===== src/rtl/gp0_wr_burst_to_stream.sv =====
// Write-side consumer for the PS GP0 AXI3 slave port.
// Accepts one AW/W burst at a time, returns a B response, and forwards the
// payload of well-formed bursts into a ready/valid word stream through a FIFO.
module gp0_wr_burst_to_stream #(
  parameter int unsigned FIFO_DEPTH = 16,
  parameter logic [31:0] BASE_ADDR  = 32'h4000_0000,
  parameter int unsigned WIN_BITS   = 16
) (
  input  logic        clk,
  input  logic        rst_n,
  input  logic [31:0] M_AXI_GP0_awaddr,
  input  logic [3:0]  M_AXI_GP0_awlen,
  input  logic [2:0]  M_AXI_GP0_awsize,
  input  logic [1:0]  M_AXI_GP0_awburst,
  input  logic [11:0] M_AXI_GP0_awid,
  input  logic        M_AXI_GP0_awvalid,
  output logic        M_AXI_GP0_awready,
  input  logic [31:0] M_AXI_GP0_wdata,
  input  logic [3:0]  M_AXI_GP0_wstrb,
  input  logic [11:0] M_AXI_GP0_wid,
  input  logic        M_AXI_GP0_wlast,
  input  logic        M_AXI_GP0_wvalid,
  output logic        M_AXI_GP0_wready,
  output logic [11:0] M_AXI_GP0_bid,
  output logic [1:0]  M_AXI_GP0_bresp,
  output logic        M_AXI_GP0_bvalid,
  input  logic        M_AXI_GP0_bready,
  output logic [31:0] s_data,
  output logic        s_last,
  output logic        s_valid,
  input  logic        s_ready,
  output logic        err_sticky
);

  localparam int unsigned     PTR_W     = $clog2(FIFO_DEPTH);
  localparam logic [PTR_W:0]  DEPTH_CNT = (PTR_W + 1)'(FIFO_DEPTH);

  typedef enum logic [1:0] {
    ST_IDLE = 2'd0,
    ST_DATA = 2'd1,
    ST_RESP = 2'd2
  } state_e;

  state_e            state_q, state_d;
  logic              awready_q;
  logic [11:0]       id_q;
  logic [3:0]        len_q;
  logic [3:0]        cnt_q, cnt_d;
  logic              bad_q, bad_d;
  logic              err_q, err_d;

  logic [PTR_W-1:0]  wr_ptr_q, rd_ptr_q;
  logic [PTR_W:0]    count_q, count_d;
  logic [32:0]       mem_q [FIFO_DEPTH];

  logic              aw_hs, w_hs, b_hs;
  logic              push, pop, fifo_full;
  logic              last_beat, beat_err, aw_ok;
  logic [31:0]       masked_data;

  // Address bits below the window size only select bytes inside the window.
  logic unused_addr_bits;
  assign unused_addr_bits = ^M_AXI_GP0_awaddr[WIN_BITS-1:0];

  assign M_AXI_GP0_awready = awready_q;
  assign err_sticky        = err_q;

  assign aw_hs     = M_AXI_GP0_awvalid & awready_q;
  assign w_hs      = M_AXI_GP0_wvalid & M_AXI_GP0_wready;
  assign b_hs      = M_AXI_GP0_bvalid & M_AXI_GP0_bready;
  assign last_beat = (cnt_q == len_q);
  assign fifo_full = (count_q == DEPTH_CNT);
  assign push      = w_hs & ~bad_q;
  assign pop       = s_valid & s_ready;

  // A burst is good only if it hits the window and is 32-bit INCR.
  assign aw_ok = (M_AXI_GP0_awaddr[31:WIN_BITS] == BASE_ADDR[31:WIN_BITS]) &&
                 (M_AXI_GP0_awsize == 3'b010) && (M_AXI_GP0_awburst == 2'b01);

  // Any malformed beat poisons the rest of the burst; beat count still governs completion.
  assign beat_err = (M_AXI_GP0_wstrb != 4'hF) || (M_AXI_GP0_wid != id_q) ||
                    (M_AXI_GP0_wlast != last_beat);

  // Zero out disabled byte lanes before the word enters the FIFO.
  always_comb begin
    // NOTE: every always_comb output gets a default first so no latch is inferred.
    masked_data = '0;
    for (int b = 0; b < 4; b++) begin
      masked_data[8*b +: 8] = M_AXI_GP0_wstrb[b] ? M_AXI_GP0_wdata[8*b +: 8] : 8'h00;
    end
  end

  // FSM state register.
  always_ff @(posedge clk or negedge rst_n) begin
    // NOTE: sequential state uses non-blocking assignments so all registers update together.
    if (!rst_n) state_q <= ST_IDLE;
    else        state_q <= state_d;
  end

  // FSM next-state logic: one transaction at a time, IDLE -> DATA -> RESP.
  always_comb begin
    state_d = state_q;
    unique case (state_q)
      ST_IDLE: if (aw_hs)              state_d = ST_DATA;
      ST_DATA: if (w_hs && last_beat)  state_d = ST_RESP;
      ST_RESP: if (b_hs)               state_d = ST_IDLE;
      default:                         state_d = ST_IDLE;
    endcase
  end

  // FSM outputs: W stalls only on a full FIFO for good bursts; B holds until bready.
  always_comb begin
    M_AXI_GP0_wready = 1'b0;
    M_AXI_GP0_bvalid = 1'b0;
    M_AXI_GP0_bid    = '0;
    M_AXI_GP0_bresp  = 2'b00;
    unique case (state_q)
      ST_DATA: M_AXI_GP0_wready = bad_q | ~fifo_full;
      ST_RESP: begin
        M_AXI_GP0_bvalid = 1'b1;
        M_AXI_GP0_bid    = id_q;
        M_AXI_GP0_bresp  = bad_q ? 2'b10 : 2'b00;
      end
      default: ;
    endcase
  end

  // Next values for the per-transaction bookkeeping.
  always_comb begin
    cnt_d = cnt_q;
    bad_d = bad_q;
    err_d = err_q;
    if (aw_hs) begin
      cnt_d = '0;
      bad_d = ~aw_ok;
    end else if (w_hs) begin
      cnt_d = cnt_q + 4'd1;
      bad_d = bad_q | beat_err;
    end
    if (b_hs) err_d = err_q | bad_q;
  end

  // Transaction registers; awready is registered and tracks the state we are entering.
  always_ff @(posedge clk or negedge rst_n) begin
    if (!rst_n) begin
      awready_q <= 1'b0;
      id_q      <= '0;
      len_q     <= '0;
      cnt_q     <= '0;
      bad_q     <= 1'b0;
      err_q     <= 1'b0;
    end else begin
      awready_q <= (state_d == ST_IDLE);
      cnt_q     <= cnt_d;
      bad_q     <= bad_d;
      err_q     <= err_d;
      if (aw_hs) begin
        id_q  <= M_AXI_GP0_awid;
        len_q <= M_AXI_GP0_awlen;
      end
    end
  end

  // FIFO occupancy: simultaneous push and pop leave the count unchanged.
  always_comb begin
    count_d = count_q;
    unique case ({push, pop})
      2'b10:   count_d = count_q + 1'b1;
      2'b01:   count_d = count_q - 1'b1;
      default: count_d = count_q;
    endcase
  end

  // FIFO pointers wrap naturally at the power-of-two depth.
  always_ff @(posedge clk or negedge rst_n) begin
    if (!rst_n) begin
      wr_ptr_q <= '0;
      rd_ptr_q <= '0;
      count_q  <= '0;
    end else begin
      if (push) wr_ptr_q <= wr_ptr_q + 1'b1;
      if (pop)  rd_ptr_q <= rd_ptr_q + 1'b1;
      count_q <= count_d;
    end
  end

  // FIFO storage holds {last, data}; the beat counter, not wlast, marks the last word.
  always_ff @(posedge clk) begin
    // NOTE: storage is not reset; the pointers and count alone define which entries are valid.
    if (push) mem_q[wr_ptr_q] <= {last_beat, masked_data};
  end

  // Stream outputs are forced to zero whenever the FIFO is empty.
  assign s_valid = (count_q != '0);
  assign {s_last, s_data} = s_valid ? mem_q[rd_ptr_q] : 33'd0;

endmodule

===== config.mk =====
export PLATFORM = sky130hd
export DESIGN_NAME = gp0_wr_burst_to_stream
export DESIGN_NICKNAME = d
export VERILOG_FILES = /design/src/rtl/gp0_wr_burst_to_stream.sv
export SDC_FILE = /design/constraint.sdc
export NUM_CORES = 1
export LEC_CHECK = 0
export CAP_MARGIN = 20
export CORE_MARGIN = 2
export CORE_UTILIZATION = 30
export CTS_CLUSTER_DIAMETER = 40
export DETAILED_ROUTE_END_ITERATION = 6
export HOLD_SLACK_MARGIN = 0.1
export MAX_ROUTING_LAYER = met4
export REMOVE_ABC_BUFFERS = 1
export SETUP_SLACK_MARGIN = 0.02
export SLEW_MARGIN = 25
export SYNTH_ARGS = -nofsm -noshare
export SYNTH_HDL_FRONTEND = slang
export SYNTH_SLANG_ARGS = --single-unit

===== constraint.sdc =====
create_clock -name clk -period 13.65 [get_ports clk]
set_clock_uncertainty 0.05 [all_clocks]
set_input_delay 2.73 -clock clk [delete_from_list [all_inputs] [get_ports clk]]
set_output_delay 2.73 -clock clk [all_outputs]
set_load 0.05 [all_outputs]

Word level (Yosys, flattened, before mapping)
Memories as Yosys holds them, arrays and structs flattened. Cells that the tools add are included.

Shifts and indexed selects: 0. Reduce and logical (&&, ||, !) cells: 10. $mul: 0. Muxes and demuxes: 21. $lt $le $gt $ge: 0. Add/sub/neg operators: 5. Bitwise operators: 11. Div/mod/pow operators: 0. Equality and inequality tests: 12.

Operator list (number): two-way mux 33 bit (1); two-way mux 8 bit (4); == test 16 x 15 -> 1 bit, second input constant (1); adder 4 x 1 -> 4 bit, second input constant (3); two-way mux 12 bit (1); != test 12 bit (1); two-way mux 2 bit (5); one-hot mux 5 bit (2 select lines) (1); two-way mux 4 bit (2); == test 2 x 1 -> 1 bit, second input constant (3); two-way mux 1 bit (6); one-hot mux 2 bit (3 select lines) (1); adder 5 x 1 -> 5 bit, second input constant (1); AND 1 bit (5); == test 5 bit, second input constant (1); nonzero test 5 bit (1); subtractor 5 x 1 -> 5 bit, second input constant (1); == test 2 bit, second input constant (2); == test 4 bit (1); zero test 2 bit (2); != test 4 bit, second input constant (1); nonzero test 2 bit (2); == test 3 x 2 -> 1 bit, second input constant (1); logical AND 1 bit (3); other kinds (4) (9).

Register bits: 38. Input bits: 108. Word-level logic and storage cells: 70. Bits in writable memories: 528. ROM bits: 0. Latch bits: 0. Memories: 1.

Memory list: mem_q (words 16, width 33, rd ports 1, clocked after memory_dff 0, wr ports 1, line 54) `logic [32:0] mem_q [FIFO_DEPTH];`.

Longest topological paths before layout
Gate-level depths: netlist of run 1.

Depth in word-level cells: 9. Depth in mapped cells: 14. Depth with buffers taken out: 12.

Worst setup path after synthesis of run 1
No wires, ideal clock.

Kind: input to register. Start point: in M_AXI_GP0_wvalid. End point: mem mem_q[0][0], enable pin. Buffers on the path: 2. Data required time: 13.094 ns. Stages on the path: 7. Arrival time: 6.658 ns. Path slack: 6.436 ns. Cells stage by stage: nor2b_1 o311a_1 buf_6 nor2b_1 buf_6 clkinv_4 nor4_1.

Word-level cells in the longest chain between the ends: 4.

Ends and longest elaborated chain: start: declaration (line 22) `input logic M_AXI_GP0_wvalid,`; AND 1 bit (line 69) `assign w_hs = M_AXI_GP0_wvalid & M_AXI_GP0_wready;`; AND 1 bit (line 73) `assign push = w_hs & ~bad_q;`; two-way mux 1 bit (line 190) `if (push) mem_q[wr_ptr_q] <= {last_beat, masked_data};`; two-way mux 1 bit (not written as such) (line 190); end: declaration (line 54).

Every way passes these cells.

Worst setup path after layout of run 1
Start point: reg rd_ptr_q[1]. End point: out s_data[22].

Word-level cells in the longest chain between the ends: 2.

Ends and longest elaborated chain: start: declaration (line 52) `logic [PTR_W-1:0] wr_ptr_q, rd_ptr_q;`; start signal: assignment (line 182) `if (pop) rd_ptr_q <= rd_ptr_q + 1'b1;`; memory read (16 x 33 bit); two-way mux 33 bit (line 195) `assign {s_last, s_data} = s_valid ? mem_q[rd_ptr_q] : 33'd0;`; end: declaration (line 28) `output logic [31:0] s_data,`.

Every way passes these cells.

==> results of run 1 <==
[cells by family (layout without fill, tap and decap cells)]
logic type	after synthesis	after routing
flops	566	566
simple gates	160	160
mux	135	135
compound gates	114	114
buf+inv	70	325
xor+xnor	33	33
fa+ha+maj	9	9
other cells	1	3
[flip-flops by register name, indices dropped and copies added (netlist names)]
register and cells:
M_AXI_GP0_awready 1, bad_q 1, cnt_q 4, count_q 5, err_sticky 1, id_q 12, len_q 4, mem_q 528
rd_ptr_q 4, state_q 2, wr_ptr_q 4
[placed cells by master, fill, tap and decap left out, drive strengths merged, types with 3 or more instances in the layout]
cell | netlist | layout
clkinv | 1 | 23
xor2 | 19 | 19
clkinvlp | 0 | 8
edfxtp | 528 | 528
nor2 | 21 | 21
ha | 9 | 9
buf | 20 | 29
inv | 11 | 29
xnor2 | 14 | 14
o21ai | 4 | 4
nand2 | 55 | 55
and2 | 52 | 52
dfrtp | 38 | 38
a22oi | 66 | 66
nand3b | 3 | 3
bufinv | 0 | 9
nand4 | 5 | 5
a21oi | 34 | 34
nor4 | 12 | 12
clkdlybuf4s50 | 0 | 141
clkbuf | 38 | 86
mux4 | 132 | 132
nor2b | 4 | 4
[path summary, 6_finish.rpt]
check                                           to  cells after the start  slack [ns]
max in group asynchronous  rd_ptr_q[0]$_DFFE_PN0P_                      1       10.68
max reg2reg                  mem_q[5][1]$_DFFE_PP_                      7        9.96
min in group asynchronous  rd_ptr_q[2]$_DFFE_PN0P_                      1        2.22
min                         err_sticky$_DFFE_PN0P_                      1        0.42
min reg2reg                 err_sticky$_DFFE_PN0P_                      1        0.42
max                                     s_data[22]                      6        6.19
[worst max-delay path, cell delays in order (launching register included)]
cell and delay (ns):
dfrtp_4 0.78, buf_4 0.64, buf_4 0.81, mux4_2 0.35, a22oi_1 0.08, a21oi_1 0.45, clkdlybuf4s50_1 0.91
[per-layer routing]
metal | GRT usage | wire (µm) | share of wire
met1 | 0.1721 | 21270 | 0.41
met2 | 0.2309 | 25740 | 0.50
met3 | 0.03480 | 3225 | 0.063
met4 | 0.04068 | 1013 | 0.020
met5 | - | 0 | 0
[cell type report]
cell class              instances  area (µm²)
fillers                      6564       45470
clock buffers                  86        2003
well taps                     959        1200
clock inverters                57       633.1
flip-flops and latches        566       16810
inverters                      12       50.05
repair buffers                170        1639
multi-input cells             452        5140
diodes                          2       5.005
[power breakdown]
group	internal [mW]	total, mW	switching (mW)	leakage, nW
registers	2.02	2.14	0.123	5.29
logic	0.756	1.88	1.12	2.37
clock network	1.25	2.03	0.774	1.28
total	4.02	6.04	2.02	8.94
[per-stage QoR]
stage	hold WS [ns]	setup WS, ns	util	power, mW
6_report	0.4154	6.194	0.3767	6.044
2_1_floorplan	0.4155	4.183	-	3.560
5_1_grt	0.4295	6.000	0.3767	6.299
3_5_place_dp	0.3999	6.737	0.3405	4.093
4_1_cts	0.4171	6.087	0.3766	6.125
3_3_place_gp	0.3954	6.729	0.3405	4.073
==> impl_metrics.env, run 1 <==
export IMPL_yosysTopAreaCell="edfxtp_1"
export IMPL_start_util=0.3032
export IMPL_grt_overflow=0
export IMPL_synth_fa_ha_area_frac=0.005091
export IMPL_yosysMostFrequentCell="edfxtp_1"
export IMPL_syn_instance_count=1088
export IMPL_die_y_um=275.5
export IMPL_setup_tns_ns=0
export IMPL_synth_cell_types=46
export IMPL_die_area_mm2=0.07592
export IMPL_wl_um=51250
export IMPL_crit_start="rd_ptr_q[1]$_DFFE_PN0P_"
export IMPL_worst_path_max_fanout=59
export IMPL_finalNonFillerCells=2304
export IMPL_synthTopCellsByCount="528 x edfxtp_1, 132 x mux4_2, 66 x a22oi_1"
export IMPL_fmax_mhz=134.1
export IMPL_clock_root_buffer="clkbuf_16"
export IMPL_num_rows=99
export IMPL_io_pins=160
export IMPL_rr_startpoint="count_q[1]$_DFFE_PN0P_"
export IMPL_port_buffers=142
export IMPL_viasPerCell=4.859
export IMPL_finalSetupViolCount=0
export IMPL_synth_edf_count=528
export IMPL_cts_sinks=566
export IMPL_status="complete, no violations"
export IMPL_clk_pin_slew_ns=0.05
export IMPL_synth_seq_area_share=0.7598
export IMPL_ys_warn_count=0
export IMPL_synth_avg_cell_area_um2=20.33
export IMPL_cap_violations=0
export IMPL_dr_total_vias=11200
export IMPL_arrival_ns=4.68
export IMPL_grt_pass1_vias=11820
export IMPL_clkLatencyLatePin_ns=0.59
export IMPL_cts_buffers=78
export IMPL_drive_gt1_frac=0.2390
export IMPL_grt_pass1_wl_um=75150
export IMPL_drc=0
export IMPL_synth_simple_area_share=0.03756
export IMPL_required_ns=10.87
export IMPL_hold_class="register to register"
export IMPL_chipWidth_um=275.5
export IMPL_clk_path_buf_depth=3
export IMPL_finalCriticalPeriod_ns=7.456
export IMPL_synth_area_leaders="edfxtp_1 72%, mux4_2 13%, dfrtp_1 4.3%, a22oi_1 2.2%, and2_1 1.4%"
export IMPL_antenna_found_initial=3
export IMPL_end_kind="primary output"
export IMPL_cts_tree="yes"
export IMPL_htree_levels=3
export IMPL_grt_max_degree=111
export IMPL_drtIter0Drc=777
export IMPL_cts_hold_buffers=0
export IMPL_post_dp_cell_area_mm2=0.02484
export IMPL_cts_resized=0
export IMPL_drtPass1Iterations=4
export IMPL_ant_nets=0
export IMPL_slew_viol_final=0
export IMPL_cts_setup_buffers=0
export IMPL_synth_seq_cells=566
export IMPL_synthXorXnorAreaFrac=0.01307
export IMPL_final_hold_violation_count=0
export IMPL_synthArstFlopShare=0.06714
export IMPL_gp_congestion=0.7061
export IMPL_slew_headroom=0.3098
export IMPL_synth_compound_area_frac=0.03496
export IMPL_layout_nets=1397
export IMPL_irDropWorstVdd_uv=175.1
export IMPL_dp_cells=2159
export IMPL_synth_top_area_share=0.7168
export IMPL_syn_cell_area_mm2=0.02212
export IMPL_path_class="register to primary output"
export IMPL_wl_per_cell_um=22.24
export IMPL_core_area_mm2=0.07296
export IMPL_worst_pin_slew_ns=1.035
export IMPL_period_share=0.5463
export IMPL_rsz0062_at_grt="no"
export IMPL_power_density_mw_per_mm2=219.9
export IMPL_total_leakage_power_nw=8.938
export IMPL_synth_top_family_by_area="multiplexers"
export IMPL_grt_use_total=0.1406
export IMPL_area_delta_synth_final_pct=24.25
export IMPL_synthMuxAreaShare=0.1359
export IMPL_synthFlopType="edfxtp_1"
export IMPL_postLayoutCellArea_mm2=0.02748
export IMPL_cp_start_kind="register"
export IMPL_hp_start="err_sticky$_DFFE_PN0P_"
export IMPL_dp_hpwl_um=27500
(Power assumes the default switching activity.)
==> run 2: changes to the inputs <==
Clock period 13.65 ns to 7.8 ns, I/O delays scaled along.
==> run 2 against run 1 <==
Effect of this change: power grew 78%; global-route usage grew 0.22 points; final cell count grew 0.48%; via count grew 0.76%; first-iteration DRC count grew 1.7%; clock-buffer cell count grew 5; register-to-register slack lost 5.8 ns; final area grew 0.81%; worst hold slack lost 0.0021 ns; critical path type unchanged; setup slack lost 4.0 ns; clock power grew 82%; core utilization grew 0.30 points; highest routed layer unchanged.
==> impl_metrics.env, run 2 (synthesis results as in run 1) <==
export IMPL_fin_util=0.3797
export IMPL_path_class="register to primary output"
export IMPL_cts_sinks=566
export IMPL_drtIter0Drc=790
export IMPL_htree_levels=3
export IMPL_die_y_um=275.5
export IMPL_grt_pass1_wl_um=76650
export IMPL_post_dp_cell_area_mm2=0.02487
export IMPL_layout_nets=1404
export IMPL_finalSetupViolCount=0
export IMPL_required_ns=6.19
export IMPL_worst_pin_slew_ns=1.026
export IMPL_cts_tree="yes"
export IMPL_regMostFlops="mem_q"
export IMPL_largest_reg_flops=528
export IMPL_drive_gt1_frac=0.2409
export IMPL_worst_path_max_fanout=49
export IMPL_port_buffers=142
export IMPL_arrival_ns=4.03
export IMPL_clkLatencyLatePin_ns=0.61
export IMPL_wl_per_cell_um=22.32
export IMPL_rr_startpoint="count_q[2]$_DFFE_PN0P_"
export IMPL_final_hold_violation_count=0
export IMPL_slew_headroom=0.3158
export IMPL_layout_common_cells="528 x edfxtp_1, 141 x clkdlybuf4s50_1, 132 x mux4_2"
export IMPL_io_pins=160
export IMPL_viasPerCell=4.873
export IMPL_clock_root_buffer="clkbuf_16"
export IMPL_cts_buffers=82
export IMPL_dr_total_vias=11280
export IMPL_rsz0062_at_grt="no"
export IMPL_drtPass1Iterations=5
export IMPL_grt_pass1_vias=11950
export IMPL_total_leakage_power_nw=9.027
export IMPL_fmax_mhz=177.3
export IMPL_clk_path_buf_depth=3
export IMPL_drc=0
export IMPL_area_delta_synth_final_pct=25.25
export IMPL_crit_start="rd_ptr_q[1]$_DFFE_PN0P_"
export IMPL_grt_max_degree=55
export IMPL_die_area_mm2=0.07592
export IMPL_start_util=0.3032
export IMPL_gp_congestion=0.7240
export IMPL_core_area_mm2=0.07296
export IMPL_grt_overflow=0
export IMPL_antenna_found_initial=5
export IMPL_grt_use_total=0.1428
export IMPL_ant_nets=0
export IMPL_cts_hold_buffers=0
export IMPL_dp_hpwl_um=28380
export IMPL_num_rows=99
export IMPL_postLayoutCellArea_mm2=0.02771
export IMPL_cp_start_kind="register"
export IMPL_cts_resized=0
export IMPL_period_share=0.7230
export IMPL_wl_um=51680
export IMPL_final_common_cell="edfxtp_1"
export IMPL_hp_start="err_sticky$_DFFE_PN0P_"
export IMPL_clk_pin_slew_ns=0.05
export IMPL_power_density_mw_per_mm2=387.7
export IMPL_cts_setup_buffers=0
export IMPL_finalCriticalPeriod_ns=5.640
export IMPL_hold_class="register to register"
export IMPL_status="complete, no violations"
export IMPL_chipWidth_um=275.5
export IMPL_slew_viol_final=0
export IMPL_irDropWorstVdd_uv=237.9
export IMPL_top_regs="mem_q (528), id_q (12), count_q (5)"
export IMPL_end_kind="primary output"
export IMPL_cap_violations=0
## run 2: cell type report
cell class	count	area, µm²
timing repair buffer	173	1694
fill	6564	45250
sequential	566	16810
multi-input combinational	452	5140
antenna	3	7.507
clock buffer	91	2086
clock inverter	59	714.4
tap	959	1200
inverter	12	50.05
## run 2: worst max-delay path, stage by stage, from the launching register on
cell and delay, ns:
dfrtp_4 0.86, buf_4 0.72, mux4_2 0.35, a22oi_1 0.09, a21oi_1 0.43, clkdlybuf4s50_1 0.90
## run 2: per-layer routing
| layer | global-route usage | part of all wire |
|---|---|---|
| met1 | 0.1846 | 0.43 |
| met5 | - | 0 |
| met2 | 0.2268 | 0.49 |
| met4 | 0.04068 | 0.015 |
| met3 | 0.03149 | 0.067 |
## run 2: final timing paths
kind | slack (ns) | cells after the start | endpoint
setup / recovery | 2.16 | 5 | s_data[19]
hold / removal | 0.41 | 1 | err_sticky$_DFFE_PN0P_
setup reg to reg | 4.16 | 6 | mem_q[14][27]$_DFFE_PP_
hold reg to reg | 0.41 | 1 | err_sticky$_DFFE_PN0P_
max in group asynchronous | 6.32 | 2 | id_q[10]$_DFFE_PN0P_
min in group asynchronous | 0.89 | 1 | count_q[3]$_DFFE_PN0P_
## run 2: report_power, final
part	switching, mW	internal [mW]	leakage (nW)	total (mW)
Clock	1.37	2.33	1.34	3.69
Combinational	1.94	1.33	2.40	3.28
Sequential	0.243	3.53	5.29	3.77
Total	3.55	7.19	9.03	10.7
## run 2: per-stage QoR
stage | setup slack, ns | setup TNS [ns] | total power, mW | std cells | hold WS, ns
2_1_floorplan | -0.4969 | -16.39 | 6.231 | 1030 | 0.4155
3_3_place_gp | 2.566 | 0 | 7.148 | 2161 | 0.3966
3_5_place_dp | 2.495 | 0 | 7.173 | 2161 | 0.4058
4_1_cts | 2.051 | 0 | 10.89 | 2311 | 0.4198
5_1_grt | 1.877 | 0 | 11.20 | 2315 | 0.4278
6_report | 2.160 | 0 | 10.74 | 2315 | 0.4133
==> run 3: changes to the inputs <==
Clock period 7.8 ns to 4.6 ns, I/O delays scaled along.
==> run 3 against run 2 <==
Effect of this change: power grew 70%; register-to-register slack lost 3.4 ns; worst hold slack lost 0.011 ns; critical path type unchanged; clock power grew 66%; critical endpoint is now s_data[27]; flip-flop and latch count is the same; non-clock buffer count grew 34; largest power group unchanged; critical path depth grew 1.
==> impl_metrics.env, run 3 (synthesis results as in run 1) <==
export IMPL_status="complete, no violations"
export IMPL_finalSetupViolCount=0
export IMPL_irDropWorstVdd_uv=374.3
export IMPL_fin_util=0.3831
export IMPL_dp_hpwl_um=31280
export IMPL_layout_nets=1435
export IMPL_crit_slowest_cell="clkdlybuf4s50_1"
export IMPL_fmax_mhz=227.0
export IMPL_clkLatencyLatePin_ns=0.60
export IMPL_regMostFlops="mem_q"
export IMPL_io_pins=160
export IMPL_grt_pass1_wl_um=78640
export IMPL_crit_start="rd_ptr_q[0]$_DFFE_PN0P_"
export IMPL_power_mw=18.30
export IMPL_largest_reg_flops=528
export IMPL_grt_max_degree=51
export IMPL_antenna_found_initial=2
export IMPL_wl_per_cell_um=22.88
export IMPL_hold_ws_ns=0.4021
export IMPL_max_stage_delay_ns=0.79
export IMPL_required_ns=3.63
export IMPL_core_area_mm2=0.07296
export IMPL_finalCriticalPeriod_ns=4.406
export IMPL_rsz0062_at_grt="no"
export IMPL_worst_path_max_fanout=27
export IMPL_final_common_cell="edfxtp_1"
export IMPL_clk_path_buf_depth=3
export IMPL_gp_congestion=0.7451
export IMPL_chipWidth_um=275.5
export IMPL_finalNonFillerCells=2344
export IMPL_cts_tree="yes"
export IMPL_cts_sinks=566
export IMPL_cp_start_kind="register"
export IMPL_path_class="register to primary output"
export IMPL_slew_viol_final=0
export IMPL_dr_total_vias=11500
export IMPL_port_buffers=142
export IMPL_htree_levels=3
export IMPL_r2r_slack_ns=0.81
export IMPL_die_y_um=275.5
export IMPL_grt_use_total=0.1470
export IMPL_wl_um=53620
export IMPL_arrival_ns=3.44
export IMPL_drtIter0Drc=794
export IMPL_end_kind="primary output"
export IMPL_period_share=0.9578
export IMPL_power_density_mw_per_mm2=654.6
export IMPL_top_regs="mem_q (528), id_q (12), count_q (5)"
export IMPL_cts_buffers=79
export IMPL_final_hold_violation_count=0
export IMPL_grt_overflow=0
export IMPL_drc=0
export IMPL_cap_violations=0
export IMPL_drive_gt1_frac=0.2623
export IMPL_ant_nets=0
export IMPL_total_leakage_power_nw=9.212
export IMPL_start_util=0.3032
export IMPL_num_rows=99
export IMPL_ff2ff_path_depth=13
export IMPL_clock_root_buffer="clkbuf_16"
export IMPL_die_area_mm2=0.07592
export IMPL_drtPass1Iterations=5
export IMPL_hold_class="input pin to asynchronous set/reset pin"
export IMPL_slew_headroom=0.3991
export IMPL_grt_pass1_vias=12080
export IMPL_clk_pin_slew_ns=0.05
export IMPL_worst_pin_slew_ns=0.9013
export IMPL_dp_cells=2195
export IMPL_area_delta_synth_final_pct=26.36
export IMPL_setup_tns_ns=0
export IMPL_cp_cell_sequence="buf_12 > buf_4 > mux4_2 > a22oi_1 > a21oi_1 > clkdlybuf4s50_1"
export IMPL_layout_common_cells="528 x edfxtp_1, 140 x clkdlybuf4s50_1, 132 x mux4_2"
export IMPL_viasPerCell=4.908
export IMPL_rr_startpoint="count_q[1]$_DFFE_PN0P_"
[run 3: changes by cell type in the layout (fill, tap and decap cells not counted), sizes merged, moves of 2 or more]
cell	before	now
diode	3	1
bufinv	11	8
clkbuf	91	88
inv	20	25
buf	32	66
clkinvlp	9	7
[run 3: critical path, delay by kind of cell, from the launching register on]
family,cells,cell delay (ns)
muxes,1,0.52
buffers and inverters,3,1.31
DFF,1,0.54
AOI/OAI and AO/OA,2,0.45
[run 3: final timing paths]
check,to
max,s_data[27]
min,M_AXI_GP0_awready$_DFF_PN0_
max reg2reg,count_q[4]$_DFFE_PN0P_
min reg2reg,err_sticky$_DFFE_PN0P_
max in group asynchronous,rd_ptr_q[0]$_DFFE_PN0P_
min in group clk,err_sticky$_DFFE_PN0P_
[run 3: report_power, final]
group	leakage [nW]	internal [mW]	total, mW	switching, mW
Sequential	5.29	5.98	6.29	0.308
Clock	1.32	3.78	6.14	2.36
Combinational	2.60	2.40	5.87	3.47
Total	9.21	12.2	18.3	6.14
[run 3: metal layers]
| metal | track usage | routed length, µm | up-vias |
|---|---|---|---|
| met2 | 0.2401 | 26810 | 359 |
| li1 | - | - | 4944 |
| met4 | 0.03670 | 970 | 0 |
| met5 | - | 0 | - |
| met1 | 0.1875 | 22520 | 6118 |
| met3 | 0.03054 | 3318 | 83 |
[run 3: what timing repair did]
item | in CTS | in global routing
endpoints found under the hold margin | 0 | 0
hold buffers | 0 | 0
setup endpoints to repair | 0 | 6
buffers inserted | 0 | 1
gates resized for setup | 0 | 1
[run 3: stage by stage]
| stage | instance area (µm²) | setup WS [ns] |
|---|---|---|
| 6_report | 27950 | 0.1942 |
| 4_1_cts | 27930 | 0.03813 |
| 2_1_floorplan | 21870 | -3.057 |
| 3_5_place_dp | 25200 | 0.5490 |
| 5_1_grt | 27950 | 0.03204 |
| 3_3_place_gp | 25200 | 0.6157 |
[run 3: layout make-up]
class / instances / area, µm²
fill: 6511 / 45010
tap: 959 / 1200
antenna: 1 / 2.502
multi-input combinational: 452 / 5140
sequential: 566 / 16810
clock inverter: 59 / 653.1
timing repair buffer: 207 / 2019
inverter: 12 / 50.05
clock buffer: 88 / 2073
